## config.mk

```make
export PLATFORM = sky130hd
export DESIGN_NAME = mem_port_arbiter_flat
export DESIGN_NICKNAME = d
export VERILOG_FILES = /design/src/rtl/mem_port_arbiter_if.sv /design/src/rtl/mem_port_arbiter.sv /design/src/flat_wrapper.sv
export SDC_FILE = /design/constraint.sdc
export NUM_CORES = 1
export LEC_CHECK = 0
export BUFFER_PORTS_ARGS = -buffer_cell sky130_fd_sc_hd__buf_2
export CAP_MARGIN = 20
export CELL_PAD_IN_SITES_DETAIL_PLACEMENT = 1
export CELL_PAD_IN_SITES_GLOBAL_PLACEMENT = 1
export CORE_ASPECT_RATIO = 0.9
export CORE_MARGIN = 10
export CORE_UTILIZATION = 31
export DETAILED_ROUTE_END_ITERATION = 6
export HOLD_SLACK_MARGIN = 0.05
export PLACE_DENSITY_LB_ADDON = 0.1
export RECOVER_POWER = 25
export SLEW_MARGIN = 10
export SYNTH_ARGS = -nofsm -noshare
export SYNTH_HDL_FRONTEND = slang
export SYNTH_SLANG_ARGS = --single-unit
```

## constraint.sdc

```tcl
create_clock -name i_clk -period 1.61 [get_ports i_clk]
set_input_delay 0.322 -clock i_clk [delete_from_list [all_inputs] [get_ports i_clk]]
set_output_delay 0.322 -clock i_clk [all_outputs]
set_load 0.03 [all_outputs]
```

## src/rtl/mem_port_arbiter_if.sv

```systemverilog
// mem_port_arbiter_if: two-master request/grant/read-return bus plus memory port; master = masters+memory side, slave = arbiter side
interface mem_port_arbiter_if #(parameter int AW = 16, parameter int DW = 16);
  logic          req0, w0, lock0, gnt0, valid0;
  logic [AW-1:0] addr0;
  logic [DW-1:0] dout0;
  logic          req1, w1, lock1, gnt1, valid1;
  logic [AW-1:0] addr1;
  logic [DW-1:0] dout1;
  logic [DW-1:0] rd_data, mem_dout, mem_din;
  logic [AW-1:0] mem_addr;
  logic          mem_w;
  modport master (
    output req0, w0, lock0, addr0, dout0, req1, w1, lock1, addr1, dout1, mem_din,
    input  gnt0, valid0, gnt1, valid1, rd_data, mem_addr, mem_dout, mem_w
  );
  modport slave (
    input  req0, w0, lock0, addr0, dout0, req1, w1, lock1, addr1, dout1, mem_din,
    output gnt0, valid0, gnt1, valid1, rd_data, mem_addr, mem_dout, mem_w
  );
endinterface

```

## src/rtl/mem_port_arbiter.sv

```systemverilog
// mem_port_arbiter: round-robin two-master arbiter for one memory port with bounded lock, registered mem outputs and tagged read return; ports i_clk, i_rst, bus (slave)
module mem_port_arbiter #(
  parameter int AW       = 16,
  parameter int DW       = 16,
  parameter int RD_LAT   = 1,
  parameter int MAX_HOLD = 4
) (
  input logic               i_clk,
  input logic               i_rst,
  mem_port_arbiter_if.slave bus
);
  localparam int HW = $clog2(MAX_HOLD + 1);
  typedef enum logic [1:0] {OWN_NONE, OWN_M0, OWN_M1} own_t;
  own_t          r_owner;
  logic          r_last;
  logic [HW-1:0] r_hold;
  logic [AW-1:0] r_mem_addr;
  logic [DW-1:0] r_mem_dout;
  logic          r_mem_w;
  logic [RD_LAT:0] r_pv, r_pid;
  logic          w_keep0, w_keep1, w_gnt0, w_gnt1, w_gnt, w_sel, w_lock, w_w;
  own_t          w_own_sel;
  assign w_keep0   = r_owner == OWN_M0 && bus.req0 && (!bus.req1 || r_hold < HW'(MAX_HOLD));
  assign w_keep1   = r_owner == OWN_M1 && bus.req1 && (!bus.req0 || r_hold < HW'(MAX_HOLD));
  // r_last=1 means M1 was last, so a tie goes to M0
  assign w_gnt0    = !i_rst && (w_keep0 || (!w_keep1 && bus.req0 && (!bus.req1 || r_last)));
  assign w_gnt1    = !i_rst && !w_gnt0 && bus.req1;
  assign w_gnt     = w_gnt0 || w_gnt1;
  assign w_sel     = w_gnt1;
  assign w_lock    = w_sel ? bus.lock1 : bus.lock0;
  assign w_w       = w_sel ? bus.w1 : bus.w0;
  assign w_own_sel = w_sel ? OWN_M1 : OWN_M0;
  always_ff @(posedge i_clk) begin
    if (i_rst) begin
      r_owner    <= OWN_NONE;
      r_last     <= 1'b1;
      r_hold     <= '0;
      r_mem_addr <= '0;
      r_mem_dout <= '0;
      r_mem_w    <= 1'b0;
      r_pv       <= '0;
      r_pid      <= '0;
    end else begin
      r_mem_w <= w_gnt && w_w;
      // stage 0 is aligned with the address register; the last stage lines up with MemDin
      r_pv    <= {r_pv[RD_LAT-1:0], w_gnt && !w_w};
      r_pid   <= {r_pid[RD_LAT-1:0], w_sel};
      if (w_gnt) begin
        r_mem_addr <= w_sel ? bus.addr1 : bus.addr0;
        r_mem_dout <= w_sel ? bus.dout1 : bus.dout0;
        r_last     <= w_sel;
        if (w_lock) begin
          r_owner <= w_own_sel;
          r_hold  <= r_owner != w_own_sel ? HW'(1) : r_hold == HW'(MAX_HOLD) ? r_hold : r_hold + HW'(1);
        end else begin
          r_owner <= OWN_NONE;
          r_hold  <= '0;
        end
      end else begin
        r_owner <= OWN_NONE;
        r_hold  <= '0;
      end
    end
  end
  assign bus.gnt0     = w_gnt0;
  assign bus.gnt1     = w_gnt1;
  assign bus.valid0   = r_pv[RD_LAT] && !r_pid[RD_LAT];
  assign bus.valid1   = r_pv[RD_LAT] && r_pid[RD_LAT];
  assign bus.rd_data  = bus.mem_din;
  assign bus.mem_addr = r_mem_addr;
  assign bus.mem_dout = r_mem_dout;
  assign bus.mem_w    = r_mem_w;
endmodule

```

## src/flat_wrapper.sv

```systemverilog
// flat-port wrapper written by rule: the top's interface ports become plain ports
module mem_port_arbiter_flat 
#(
  parameter int AW       = 16,
  parameter int DW       = 16,
  parameter int RD_LAT   = 1,
  parameter int MAX_HOLD = 4
)
  (i_clk, i_rst, bus_req0, bus_w0, bus_lock0, bus_addr0, bus_dout0, bus_req1, bus_w1, bus_lock1, bus_addr1, bus_dout1, bus_mem_din, bus_gnt0, bus_valid0, bus_gnt1, bus_valid1, bus_rd_data, bus_mem_addr, bus_mem_dout, bus_mem_w);
  mem_port_arbiter_if #(.AW(AW), .DW(DW)) bus_i ();
  input logic i_clk;
  input logic i_rst;
  input wire logic [$bits(bus_i.req0)-1:0] bus_req0;
  input wire logic [$bits(bus_i.w0)-1:0] bus_w0;
  input wire logic [$bits(bus_i.lock0)-1:0] bus_lock0;
  input wire logic [$bits(bus_i.addr0)-1:0] bus_addr0;
  input wire logic [$bits(bus_i.dout0)-1:0] bus_dout0;
  input wire logic [$bits(bus_i.req1)-1:0] bus_req1;
  input wire logic [$bits(bus_i.w1)-1:0] bus_w1;
  input wire logic [$bits(bus_i.lock1)-1:0] bus_lock1;
  input wire logic [$bits(bus_i.addr1)-1:0] bus_addr1;
  input wire logic [$bits(bus_i.dout1)-1:0] bus_dout1;
  input wire logic [$bits(bus_i.mem_din)-1:0] bus_mem_din;
  output wire logic [$bits(bus_i.gnt0)-1:0] bus_gnt0;
  output wire logic [$bits(bus_i.valid0)-1:0] bus_valid0;
  output wire logic [$bits(bus_i.gnt1)-1:0] bus_gnt1;
  output wire logic [$bits(bus_i.valid1)-1:0] bus_valid1;
  output wire logic [$bits(bus_i.rd_data)-1:0] bus_rd_data;
  output wire logic [$bits(bus_i.mem_addr)-1:0] bus_mem_addr;
  output wire logic [$bits(bus_i.mem_dout)-1:0] bus_mem_dout;
  output wire logic [$bits(bus_i.mem_w)-1:0] bus_mem_w;
  assign bus_i.req0 = bus_req0;
  assign bus_i.w0 = bus_w0;
  assign bus_i.lock0 = bus_lock0;
  assign bus_i.addr0 = bus_addr0;
  assign bus_i.dout0 = bus_dout0;
  assign bus_i.req1 = bus_req1;
  assign bus_i.w1 = bus_w1;
  assign bus_i.lock1 = bus_lock1;
  assign bus_i.addr1 = bus_addr1;
  assign bus_i.dout1 = bus_dout1;
  assign bus_i.mem_din = bus_mem_din;
  assign bus_gnt0 = bus_i.gnt0;
  assign bus_valid0 = bus_i.valid0;
  assign bus_gnt1 = bus_i.gnt1;
  assign bus_valid1 = bus_i.valid1;
  assign bus_rd_data = bus_i.rd_data;
  assign bus_mem_addr = bus_i.mem_addr;
  assign bus_mem_dout = bus_i.mem_dout;
  assign bus_mem_w = bus_i.mem_w;
  mem_port_arbiter #(.AW(AW), .DW(DW), .RD_LAT(RD_LAT), .MAX_HOLD(MAX_HOLD)) u_core (.i_clk(i_clk), .i_rst(i_rst), .bus(bus_i));
endmodule
```

==> flow_summary.toml <==
[detailed_routing]
wirelength_mm = 8.259
drtIter0Drc = 64
routed_via_density = 4.969
wl_per_cell_um = 16.86
drc_errors = 0
dr.pass1.iters = 4
num_vias = 2435
ant_nets = 0

[sta]
fin_setup_tns_ns = -0.1918
fmax_mhz = 584.4
tightest_slew_ns = 0.4055
setup_ws_ns = -0.1013
final.period_utilization_pct = 106.3
rsz0062_at_grt = "true"
period_needed_ns = 1.711
setup_viol = 2
hold_viol_final = 0
fin_skew_ns = 0.01178
max-slew-margin-rel_pct = 72.97
drv_slew = 0

[yosys]
synth_top_area_share_pct = 34.33
ys_types = 34
synth_edf_count = 0
synth_xor_area_share_pct = 0.3493
synthAdderAreaFrac_pct = 0.9980
syn-mean-instance-area_um2 = 8.558
synth_nets = 383
synth_seq_cells = 43
ys_warn_count = 0
yosys-top-cells-count = "nor2_1, dfxtp_1, nor2b_1, a211oi_1, nor4_2"
yosys.area.top_type = "dfxtp_1"
synth_compound_gate_area_share_pct = 14.42
synth-async-reset-ratio_pct = 0
synth.area.top_cells = "dfxtp_1, nor4_2, nor2_1"
yosysMostFrequentCell = "nor2_1"
synth.area.mux_share_pct = 0.3992
synthesis.area_mm2 = 0.002507
ys_seq_area_share_pct = 34.33
synth-main-ff-cell = "dfxtp_1"
synth_top_family_by_area = "simple AND/OR/NAND/NOR gates"
synthSimpleGateAreaFrac_pct = 39.32
syn_inst = 293

[placement]
place_hpwl_mm = 6.286
routabilityCongestion = 0.7988
dp.cells = 479
io_buffers = 108

[cts]
hold_buffers = 0
cts_tree = "built"
ctsLongestPathBuffers = 2
root_buffer = "clkbuf_8"
cts_sinks = 43
clock_latency_ns = 0.29
cts_buffers = 5
htree_levels = 2
clk_pin_slew_worst_paths_ns = 0.08

[die]
die_area_mm2 = 0.01209
ioPinCount = 141
coreArea_mm2 = 0.007951
rows = 31
die_y_um = 105.3
start_util_pct = 31.53
fp.dieW_um = 114.8

[global_route]
grtUsageTotal_pct = 13.36
grt_max_degree = 41
grt_pass1_vias = 2652
antenna_found_initial = 0
grt_pass1_wl_mm = 13.54
overflow = 0

[setup_path]
start_kind = "register"
r2r_slack_ns = 0.05
path_delay_family = "compound AO/OA/AOI/OAI gates"
max_stage_delay_ns = 0.33
critPathKind = "reg -> out"
endpoint_kind = "output pin"
worstPathRequired_ns = 1.29
arrival_ns = 1.39
slowest_stage = "dfxtp_2"
critPathMaxFanout = 3
path_buf_inv = 1
path_cells = "o21a_1, o221ai_4, nor3b_4, buf_6"

[power]
power_frac_comb_pct = 29.7
powerDensity_mw_per_mm2 = 797.0
clkPwrFrac_pct = 25.6
switchingPower_w = 0.0008743
irDropWorstVdd_v = 0.0003117
netSwitchingFraction_pct = 33.06
internal-power_w = 0.001770
leakagePower_nw = 1.432
seqPwrFrac_pct = 44.7

[layout]
post-route-util_pct = 41.73
diodes = 0
final_nets = 480
area_growth_pct = 32.34
final_cells = 490
drive_gt1_share_pct = 46.04

[run]
cap_violations = 0

[worst_hold_path]
hold_class = "in -> reg"

[outcome]
violations = "setup timing"
status = "complete, but fails checks"
==> final timing paths <==
path / from / endpoint / cells past startpoint
setup / recovery: u_core.r_owner[0] / bus_gnt1 / 4
setup reg to reg: u_core.r_owner[0] / u_core.bus.mem_addr[13] / 7
hold / removal: bus_lock0 / u_core.r_owner[0] / 2
hold reg to reg: u_core.r_pv[0] / u_core.r_pv[1] / 1
==> layout make-up <==
class	count	area, um^2
multi-input cells	206	1474
fillers	974	4633
well taps	99	123.9
flip-flops and latches	43	864.6
inverters	4	15.01
repair buffers	130	759.5
clock inverters	1	5.005
clock buffers	7	76.32
==> sequential cells by signal, indices dropped and copies added (netlist names) <==
signal and cells:
u_core.bus.mem_addr 16, u_core.bus.mem_dout 16, u_core.bus.mem_w 1, u_core.r_hold 3, u_core.r_last 1, u_core.r_owner 2
u_core.r_pid 2, u_core.r_pv 2
==> logic make-up after synthesis <==
family | Yosys count
AOI/OAI and AO/OA | 45
buffers and inverters | 44
DFF | 43
and+or+nand+nor | 157
xor gates and xnor gates | 1
muxes | 1
adders and majority gates | 2
==> timing repair <==
| action | CTS | global route |
|---|---|---|
| resized for setup | 7 | 17 |
| setup endpoints to repair | 2 | 38 |
| buffers inserted | 3 | 0 |
| pin swaps | 2 | 9 |
==> per-stage QoR <==
stage | hold slack (ns) | total power (W) | worst slack, ns | cell area [um^2]
finish | 0.2652 | 0.002645 | -0.1013 | 3318
global route | 0.2626 | 0.002806 | -0.1796 | 3318
CTS | 0.2615 | 0.002661 | -0.1496 | 3226
detailed placement | 0.4326 | 0.001957 | 0.05149 | 3103
global placement | 0.4235 | 0.001949 | 0.06745 | 3103
floorplan | 0.4138 | 0.001754 | -0.07845 | 2526
==> power groups by stage <==
stage	sequential [W]	clock, W	combinational [W]
after floorplan	0.00134	0	0.000410
after global placement	0.00120	0	0.000745
after detailed placement	0.00121	0	0.000752
after CTS	0.00118	0.000712	0.000767
after global routing	0.00119	0.000752	0.000861
final	0.00118	0.000677	0.000787
==> cell usage in the layout, fill, tap and decap left out, types with 2 or more instances in the layout <==
cell      synthesis  layout
buf_4            16      18
nor2b_1          36      35
inv_1             4       4
nand3_1           3       3
clkbuf_1         15       2
nor2_1           68      66
buf_2             6     106
dfxtp_1          43      40
a211oi_1         32      32
dfxtp_2           0       3
nand2_1           3       2
o21ai_0           3       3
nor2_2            0       2
and2_1            3       3
nand2b_1          3       3
o221ai_4          1       2
nor4_2           27      29
nor4bb_1          2       2
clkbuf_8          0       5
nor4_1            7       5
ha_1              2       2
buf_6             3       3
buf_12            0       3
==> layer usage <==
metal	routed length, um	part of all wire (%)	vias up	track usage, %
met5	0	0	-	0
met4	34	0.41	0	2.650
met3	679	8.2	6	5.329
met2	3826	46	63	21.22
met1	3719	45	1163	16.71
li1	-	-	1203	-
No activity file was read; power rests on OpenSTA's default activity.
